===== src/rtl/fetch_unit.sv =====
// Instruction-fetch stage: owns the PC, addresses the combinational instruction memory and
// holds one fetched word in an IF/ID register handed to decode via valid/ready.
module fetch_unit #(
   parameter int unsigned     AW       = 6,
   parameter logic [AW-1:0]   RESET_PC = '0,
   parameter int unsigned     CNT_W    = 16
) (
   input  logic             clk,
   input  logic             rst_n,
   input  logic             fetch_en,
   output logic [AW-1:0]    imem_addr,
   input  logic [31:0]      imem_instr,
   input  logic             redirect_valid,
   input  logic [AW-1:0]    redirect_target,
   output logic             if_valid,
   output logic [31:0]      if_instr,
   output logic [AW-1:0]    if_pc,
   input  logic             id_ready,
   output logic [AW-1:0]    pc,
   output logic [CNT_W-1:0] fetch_cnt,
   output logic [CNT_W-1:0] stall_cnt
);

   localparam logic EMPTY = 1'b0;
   localparam logic FULL  = 1'b1;

   logic          state;
   logic          load;
   logic          drain;
   logic          hold;
   logic [AW-1:0] pc_inc;

   assign if_valid  = (state == FULL);
   assign imem_addr = pc;
   assign pc_inc    = pc + AW'(1);

   // Redirect outranks everything below reset, so load/drain/hold are all masked by it.
   always_comb begin
      load  = 1'b0;
      drain = 1'b0;
      hold  = 1'b0;
      if (!redirect_valid) begin
         load  = fetch_en && (!if_valid || id_ready);
         drain = if_valid && id_ready && !fetch_en;
         hold  = if_valid && !id_ready;
      end
   end

   always_ff @(posedge clk) begin
      if (!rst_n) begin
         state    <= EMPTY;
         pc       <= RESET_PC;
         if_instr <= '0;
         if_pc    <= '0;
      end else if (redirect_valid) begin
         state <= EMPTY;
         pc    <= redirect_target;
      end else if (load) begin
         state    <= FULL;
         if_instr <= imem_instr;
         if_pc    <= pc;
         pc       <= pc_inc;
      end else if (drain) begin
         state <= EMPTY;
      end
   end

   always_ff @(posedge clk) begin
      if (!rst_n) begin
         fetch_cnt <= '0;
         stall_cnt <= '0;
      end else begin
         if (load && (fetch_cnt != '1))
            fetch_cnt <= fetch_cnt + CNT_W'(1);
         if (hold && (stall_cnt != '1))
            stall_cnt <= stall_cnt + CNT_W'(1);
      end
   end

endmodule

===== config.mk =====
export PLATFORM = sky130hd
export DESIGN_NAME = fetch_unit
export DESIGN_NICKNAME = d
export VERILOG_FILES = /design/src/rtl/fetch_unit.sv
export SDC_FILE = /design/constraint.sdc
export NUM_CORES = 1
export LEC_CHECK = 0
export ABC_AREA = 1
export ABC_CLOCK_PERIOD_IN_PS = 2150
export CORE_AREA = 8 8 99 101
export DETAILED_ROUTE_END_ITERATION = 16
export DIE_AREA = 0 0 107 109
export PLACE_DENSITY = 0.79
export RECOVER_POWER = 25
export SYNTH_ARGS = -nofsm -noshare
export SYNTH_HDL_FRONTEND = slang
export SYNTH_SLANG_ARGS = --single-unit

===== constraint.sdc =====
create_clock -name clk -period 2.15 [get_ports clk]
set_input_delay 0.5375 -clock clk [delete_from_list [all_inputs] [get_ports clk]]
set_output_delay 0.5375 -clock clk [all_outputs]
set_load 0.01 [all_outputs]

==> results.md, run 1 <==
* First-pass GRT wire length at 16.8 mm
* Crit path max-delay family: buffers and inverters
* Share of cells above drive strength 1 at 0.0863
* Ports at 126
* Peak VDD IR at 461 uV
* CTS buffer count at 9
* Min-Delay Endpoint: if_pc[0]
* Post-synthesis register bit count at 77
* Final #Nets at 678
* Initial antenna violation count at 0
* Post-CTS sizing at 0
* Syn Nets at 554
* Critical path cell sequence: clkdlybuf4s50_1
* Setup violators final at 0
* Postcts setup bufs at 0
* Vias in the first global route at 3641
* CP max-delay cell: clkdlybuf4s50_1
* Area Growth Syn to Fin at 42.8%
* Final Hold Viols at 0
* Die ar. at 11700 sq um
* # H-tree levels at 3
* RSZ-0062 raised after global routing: false
* Hpwl dp at 7.50 mm
* Synthesized cell area at 3640 sq um
* Die Ht at 109 um
* Synth cell types at 31
* Starting Density at 0.434
* Reg-to-Reg Start: fetch_cnt[0]
* GRT Overall Usage at 0.177
* Worst reg2reg path depth at 9
* Post-synthesis sequential area ratio at 0.424
* Crit path required time at 1.61 ns
* Avg Inst Size Synth at 7.16 sq um
* Port-buffer cells at 125
* Max Freq at 504 MHz
* Slew Limit Fails at 0
* Synthesis Warnings at 0
* Clock skew at 0.00999 ns
* Post-route DRC at 0
* CTS clk-pin slew, worst paths at 0.08 ns
* Worst path max stage delay at 0.61 ns
* Startpoint types: flip-flop
* Via Count at 3654
* Die X at 107 um
* Clock root buffer: clkbuf_8
* TNS Setup at 0 ns
* Core ar. at 8380 sq um
* Lkg Pwr at 0.00200 uW
* Clock sinks at 77
* WL/cell at 13.5 um
* Longest Clk Path Bufs at 2
* Row cnt at 34
* Minimum clock period at 1.98 ns
* Buf/Inv on CP at 1
* Clock latency on the worst-skew pair at 0.35 ns
* Mapped Cells at 508
* Grt total ovfl at 0
* P per Cell Area at 616 nW/um^2
* Post-DR vias/cell at 4.90
* Hold Path Stages at 1
* CP endpoint kind: output pin
* WS Path Type: flip-flop to output pin
* Critical path arrival at 1.45 ns
* Min-delay src: if_pc[0]
* Drt first pass iters at 4
* CTS tree: built
* Pin count of the biggest net entering global routing at 37
* Core Util, Final at 0.620
* RR Endpoint: fetch_cnt[4]
* R2R Setup Slk at 0.36 ns
* Hold Crit Class: flip-flop to flip-flop
* RD Place Congestion at 0.854
* WL final at 10.1 mm
* Crit path max fanout at 7
* Tightest Pin Transition at 0.713 ns
* Max-cap violations at 0
* Antenna cells at 0
* Max-slew headroom at 0.524
* Hold_buf cts at 0
* Period utilisation layout at 0.923
* Status: completed
* Routed Antenna Nets at 0
* Initial DRC Count at 107
final cells by class:
| class | count | area [sq um] |
|---|---|---|
| clock inverter | 6 | 86.3 |
| sequential | 77 | 1540 |
| multi-input combinational | 377 | 1820 |
| fill | 742 | 3190 |
| inverter | 29 | 109 |
| timing repair buffer | 138 | 1370 |
| tap | 108 | 135 |
| clock buffer | 10 | 138 |
report_power, final:
group | switching (uW) | internal (uW) | total (uW)
clock | 553 | 684 | 1240
sequential | 45.4 | 1490 | 1530
combinational | 191 | 238 | 429
total | 790 | 2410 | 3200
worst max path at each step:
stage,from,endpoint,slack [ns],depth (start not counted)
finish,stall_cnt[2],stall_cnt[2],0.17,1
CTS,stall_cnt[2],stall_cnt[2],0.16,1
global route,id_ready,if_instr[12],0.04,9
floorplan,fetch_cnt[0],fetch_cnt[10],0.52,9
detailed placement,id_ready,if_instr[14],0.13,9
global placement,id_ready,if_pc[1],0.20,9
per-stage QoR:
stage                     area (sq um)  hold WS [ns]  worst slack [ns]  power (uW)  instances
after global placement            4980         0.483             0.200        1990        729
after global routing              5190         0.533            0.0416        3330        745
after CTS                         5210         0.520             0.156        3220        745
after floorplan                   3640         0.519             0.520        1740        508
final                             5190         0.521             0.166        3200        745
after detailed placement          4980         0.497             0.134        2000        729
sequential cells by signal, summed over array words and instances (netlist names):
name / flops
imem_addr: 6
if_pc: 6
if_instr: 32
stall_cnt: 16
if_valid: 1
fetch_cnt: 16
cells by family (layout without fill, tap and decap cells):
group           count (synthesis)  count (layout)  synth area share
flops                          77              77             0.424
fa+ha+maj                       3               3            0.0103
simple gates                  282             282             0.342
xor+xnor                       14              14            0.0337
buf+inv                        54             183            0.0747
compound gates                 78              78             0.115
per-layer routing:
| layer | GRT usage | wire [um] | share of wire |
|---|---|---|---|
| met4 | 0.0623 | 102 | 0.010 |
| met1 | 0.197 | 4200 | 0.42 |
| met5 | 0 | 0 | 0 |
| met2 | 0.284 | 4580 | 0.45 |
| met3 | 0.0940 | 1210 | 0.12 |
worst register-to-register path: cells and delay by family, from the launching register on:
| family | cells | cell delay, ns |
|---|---|---|
| flops | 1 | 0.47 |
| simple gates | 5 | 0.53 |
| compound gates | 1 | 0.13 |
| fa+ha+maj | 1 | 0.30 |
| buf+inv | 2 | 0.26 |
placed cells by master (no fill, tap or decap), types with 2 or more instances in the layout:
cell / synthesis / final
bufinv_16: 0 / 2
a21oi_1: 28 / 28
o21ai_0: 44 / 44
xnor2_1: 6 / 6
xor2_1: 8 / 8
nand3_2: 8 / 8
ha_1: 3 / 3
a31oi_1: 2 / 2
nand3_1: 16 / 16
nor2_2: 5 / 5
nor2_1: 116 / 117
nor3_1: 4 / 4
dfxtp_1: 77 / 77
clkbuf_8: 1 / 10
nor2_4: 6 / 5
buf_12: 0 / 2
clkinv_2: 0 / 2
buf_4: 7 / 8
nand4_1: 8 / 8
inv_1: 27 / 29
clkdlybuf4s50_1: 0 / 124
nand2_1: 112 / 112
nand2_2: 4 / 4
synth_stat cells (all sizes together):
cell type,n,share of area
nor3,4,0.0055
or2,1,0.0017
inv,29,0.030
o21ai,45,0.065
ha,3,0.010
a31oi,2,0.0034
nand3,25,0.049
o21bai,1,0.0031
nand4,8,0.014
buf,15,0.032
o211a,1,0.0028
nand2,117,0.13
a22oi,1,0.0021
xor2,8,0.019
xnor2,6,0.014
dfxtp,77,0.42
a21oi,28,0.039
nor2,127,0.15
clkbuf,10,0.013
Note: power is estimated with default switching activity, not from simulation.
==> run 2, diff against run 1 <==
- ABC_AREA: 1 -> 0
- CORE_AREA: 8 8 99 101 -> 8 8 98 100
- DIE_AREA: 0 0 107 109 -> 0 0 106 108
- PLACE_DENSITY: 0.79 -> 0.77
- SKIP_LAST_GASP: default -> 1
==> run 2 against run 1 <==
First-iteration DRC count is 1.9% higher. Clock skew is essentially flat. Final cell count decreased by 13%. Design area down 2.9%. Core utilization rose by 0.64 points.
==> results.md, run 2 <==
* Core Util, Final at 0.626
* Sequential share of power at 0.485
* Area Growth Syn to Fin at 47.3%
* Final WS setup at 0.136 ns
* Power share of the clock group at 0.397
* Share of cells above drive strength 1 at 0.0679
* Die ar. at 11400 sq um
* Grt total ovfl at 0
* CTS tree: built
* Cell-internal power at 2360 uW
* Post-route DRC at 0
* Period utilisation layout at 0.937
* Grt met3 use at 0.0428
* Max-cap violations at 0
* Clock root buffer: clkbuf_8
* Crit path required time at 2.43 ns
* Pin count of the biggest net entering global routing at 39
* CTS buffer count at 9
* Filler Cell Count at 704
* Vias in the first global route at 3247
* WL final at 10.1 mm
* Synth cell count leaders: 102 x nand2_1, 77 x dfxtp_1, 58 x a21oi_1
* Max Freq at 496 MHz
* Biggest regs: if_instr x32, fetch_cnt x16, stall_cnt x16
* Synthesized cell area at 3420 sq um
* Register area at 1540 sq um
* Critical path arrival at 2.29 ns
* Mux cell area share after synthesis at 0.0205
* Peak VDD IR at 354 uV
* Avg Inst Size Synth at 8.22 sq um
* Tightest Pin Transition at 0.695 ns
* Synthesis Warnings at 0
* Gate power share at 0.117
* RSZ-0062 raised after global routing: false
* Crit path max fanout at 9
* Commonest non-fill, non-tap cells in the layout: 102 x nand2_1, 101 x clkdlybuf4s50_1, 77 x dfxtp_1
* Clock latency on the worst-skew pair at 0.35 ns
* # H-tree levels at 3
* CP max-delay cell: or4_1
* Longest Clk Path Bufs at 2
* Xor-xnor portion of the synthesized cell area at 0.0128
* Synth Area in Compound Gates at 0.176
* Top register by number of flip-flops: if_instr
* Port-buffer cells at 125
* Area post-placement at 4820 sq um
* Met1 global-route usage at 0.197
* RD Place Congestion at 0.805
* Max-slew headroom at 0.532
* Startpoint types: input port
* Hold Crit Class: flip-flop to flip-flop
* Fin area at 5040 sq um
* Post-synthesis sequential area ratio at 0.451
* P per Cell Area at 614 nW/um^2
* CP endpoint kind: flip-flop
* First-pass GRT wire length at 16.2 mm
* Die X at 106 um
* Hpwl dp at 7.39 mm
* GRT busiest layer: met2
* Main area contributors after synthesis: dfxtp_1 45%, nand2_1 11%, a21oi_1 8.5%
* Mapped Cells at 416
* Via Count at 3413
* Most frequent cell after synthesis: nand2_1
* Fraction of registers with async set/reset at 0
* Slew Limit Fails at 0
* Largest family of logic cells by synthesized area: simple AND/OR/NAND/NOR gates
* Row cnt at 33
* Switching Share at 0.238
* Clock sinks at 77
* Final Hold Viols at 0
* Post-DR vias/cell at 5.25
* Initial antenna violation count at 0
* Antenna cells at 0
* Starting Density at 0.425
* Drt first pass iters at 4
* Simple-gate share of the synthesized area at 0.281
* TNS Setup at 0 ns
* Met2 usage at 0.298
* NetSw at 736 uW
* Number of synthesized flops with an enable pin at 0
* Minimum clock period at 2.01 ns
* Routed Antenna Nets at 0
* Synth Area in Adders at 0.0110
* Core ar. at 8050 sq um
* Top_reg_cell synth: dfxtp_1
* Number of flip-flops in the largest register at 32
* GRT Overall Usage at 0.170
* Setup violators final at 0
* Most common cell after layout, fill and taps aside: nand2_1
* WS Path Type: input port to flip-flop
* Die Ht at 108 um
* Hold WS at 0.453 ns
* Ports at 126
* Area leader, netlist: dfxtp_1
* Critical path cell sequence: clkdlybuf4s50_1, nor3b_4, nand4_4, or4_1, a21oi_1
* Synth cell types at 44
* Pre-CTS WS at -0.247 ns
* Worst path max stage delay at 0.54 ns
* Post-synthesis register bit count at 77
* Multi-input logic area at 1720 sq um
* Initial DRC Count at 109
* Status: completed
* CTS clk-pin slew, worst paths at 0.08 ns
* Clock skew at 0.0101 ns
* Synth top area share at 0.451
* Syn Nets at 462
* Final #Nets at 587
* Lkg Pwr at 0.00179 uW
* WL/cell at 15.5 um
## run 2: changes by cell type after synthesis, moves of 7 or more
cell / previous run / this run
a21oi_1: 28 / 58
o21ai_0: 44 / 7
o31ai_1: 0 / 11
nor2_1: 116 / 5
mux2i_1: 0 / 7
or4_1: 0 / 12
nand3_2: 8 / 1
nand2_1: 112 / 102
inv_1: 27 / 8
## run 2: stage by stage
stage / total power [uW] / std cells
finish: 3090 / 650
global route: 3220 / 650
CTS: 3120 / 650
detailed placement: 1910 / 635
global placement: 1900 / 635
floorplan: 1680 / 416
## run 2: cell families after synthesis
kind of cell    Yosys count
xor+xnor                  5
flops                    77
simple gates            187
mux                       7
buf+inv                  35
fa+ha+maj                 3
compound gates          102
## run 2: cell type report
| type | count | share of cell area |
|---|---|---|
| Multi-Input combinational cell | 304 | 0.340 |
| Sequential cell | 77 | 0.306 |
| Timing Repair Buffer | 140 | 0.277 |
| Clock buffer | 10 | 0.0273 |
| Tap cell | 105 | 0.0261 |
| Clock inverter | 5 | 0.0164 |
| Inverter | 9 | 0.00670 |
## run 2: power by group through the flow
stage	logic [uW]	registers, uW	clock network, uW
floorplan	131	1550	0
CTS	376	1500	1240
detailed placement	374	1540	0
global route	394	1510	1310
finish	363	1500	1230
global placement	368	1530	0
## run 2: critical path: cells and delay by family
family	cells	cell delay, ns
AND/OR/NAND/NOR	3	1.06
buffers and inverters	1	0.53
AO/OA/AOI/OAI	1	0.15
## run 2: layer usage
| metal | up-vias | routed length, um |
|---|---|---|
| met4 | 0 | 137 |
| met5 | - | 0 |
| met2 | 86 | 5120 |
| met1 | 1582 | 4220 |
| li1 | 1733 | - |
| met3 | 12 | 585 |
## run 2: path summary, 6_finish.rpt
path,slack (ns),startpoint,to,depth (start not counted)
worst min-delay path,0.45,if_instr[20],if_instr[20],2
worst min register to register,0.45,if_instr[20],if_instr[20],2
worst max register to register,0.31,fetch_cnt[9],fetch_cnt[6],4
worst max-delay path,0.14,redirect_valid,stall_cnt[9],5
## run 2: timing repair
action                                  4_1_cts  5_1_grt
resized for setup                             0        0
hold buffers                                  0        0
buffers inserted                              0        0
endpoints found under the setup margin        0        1
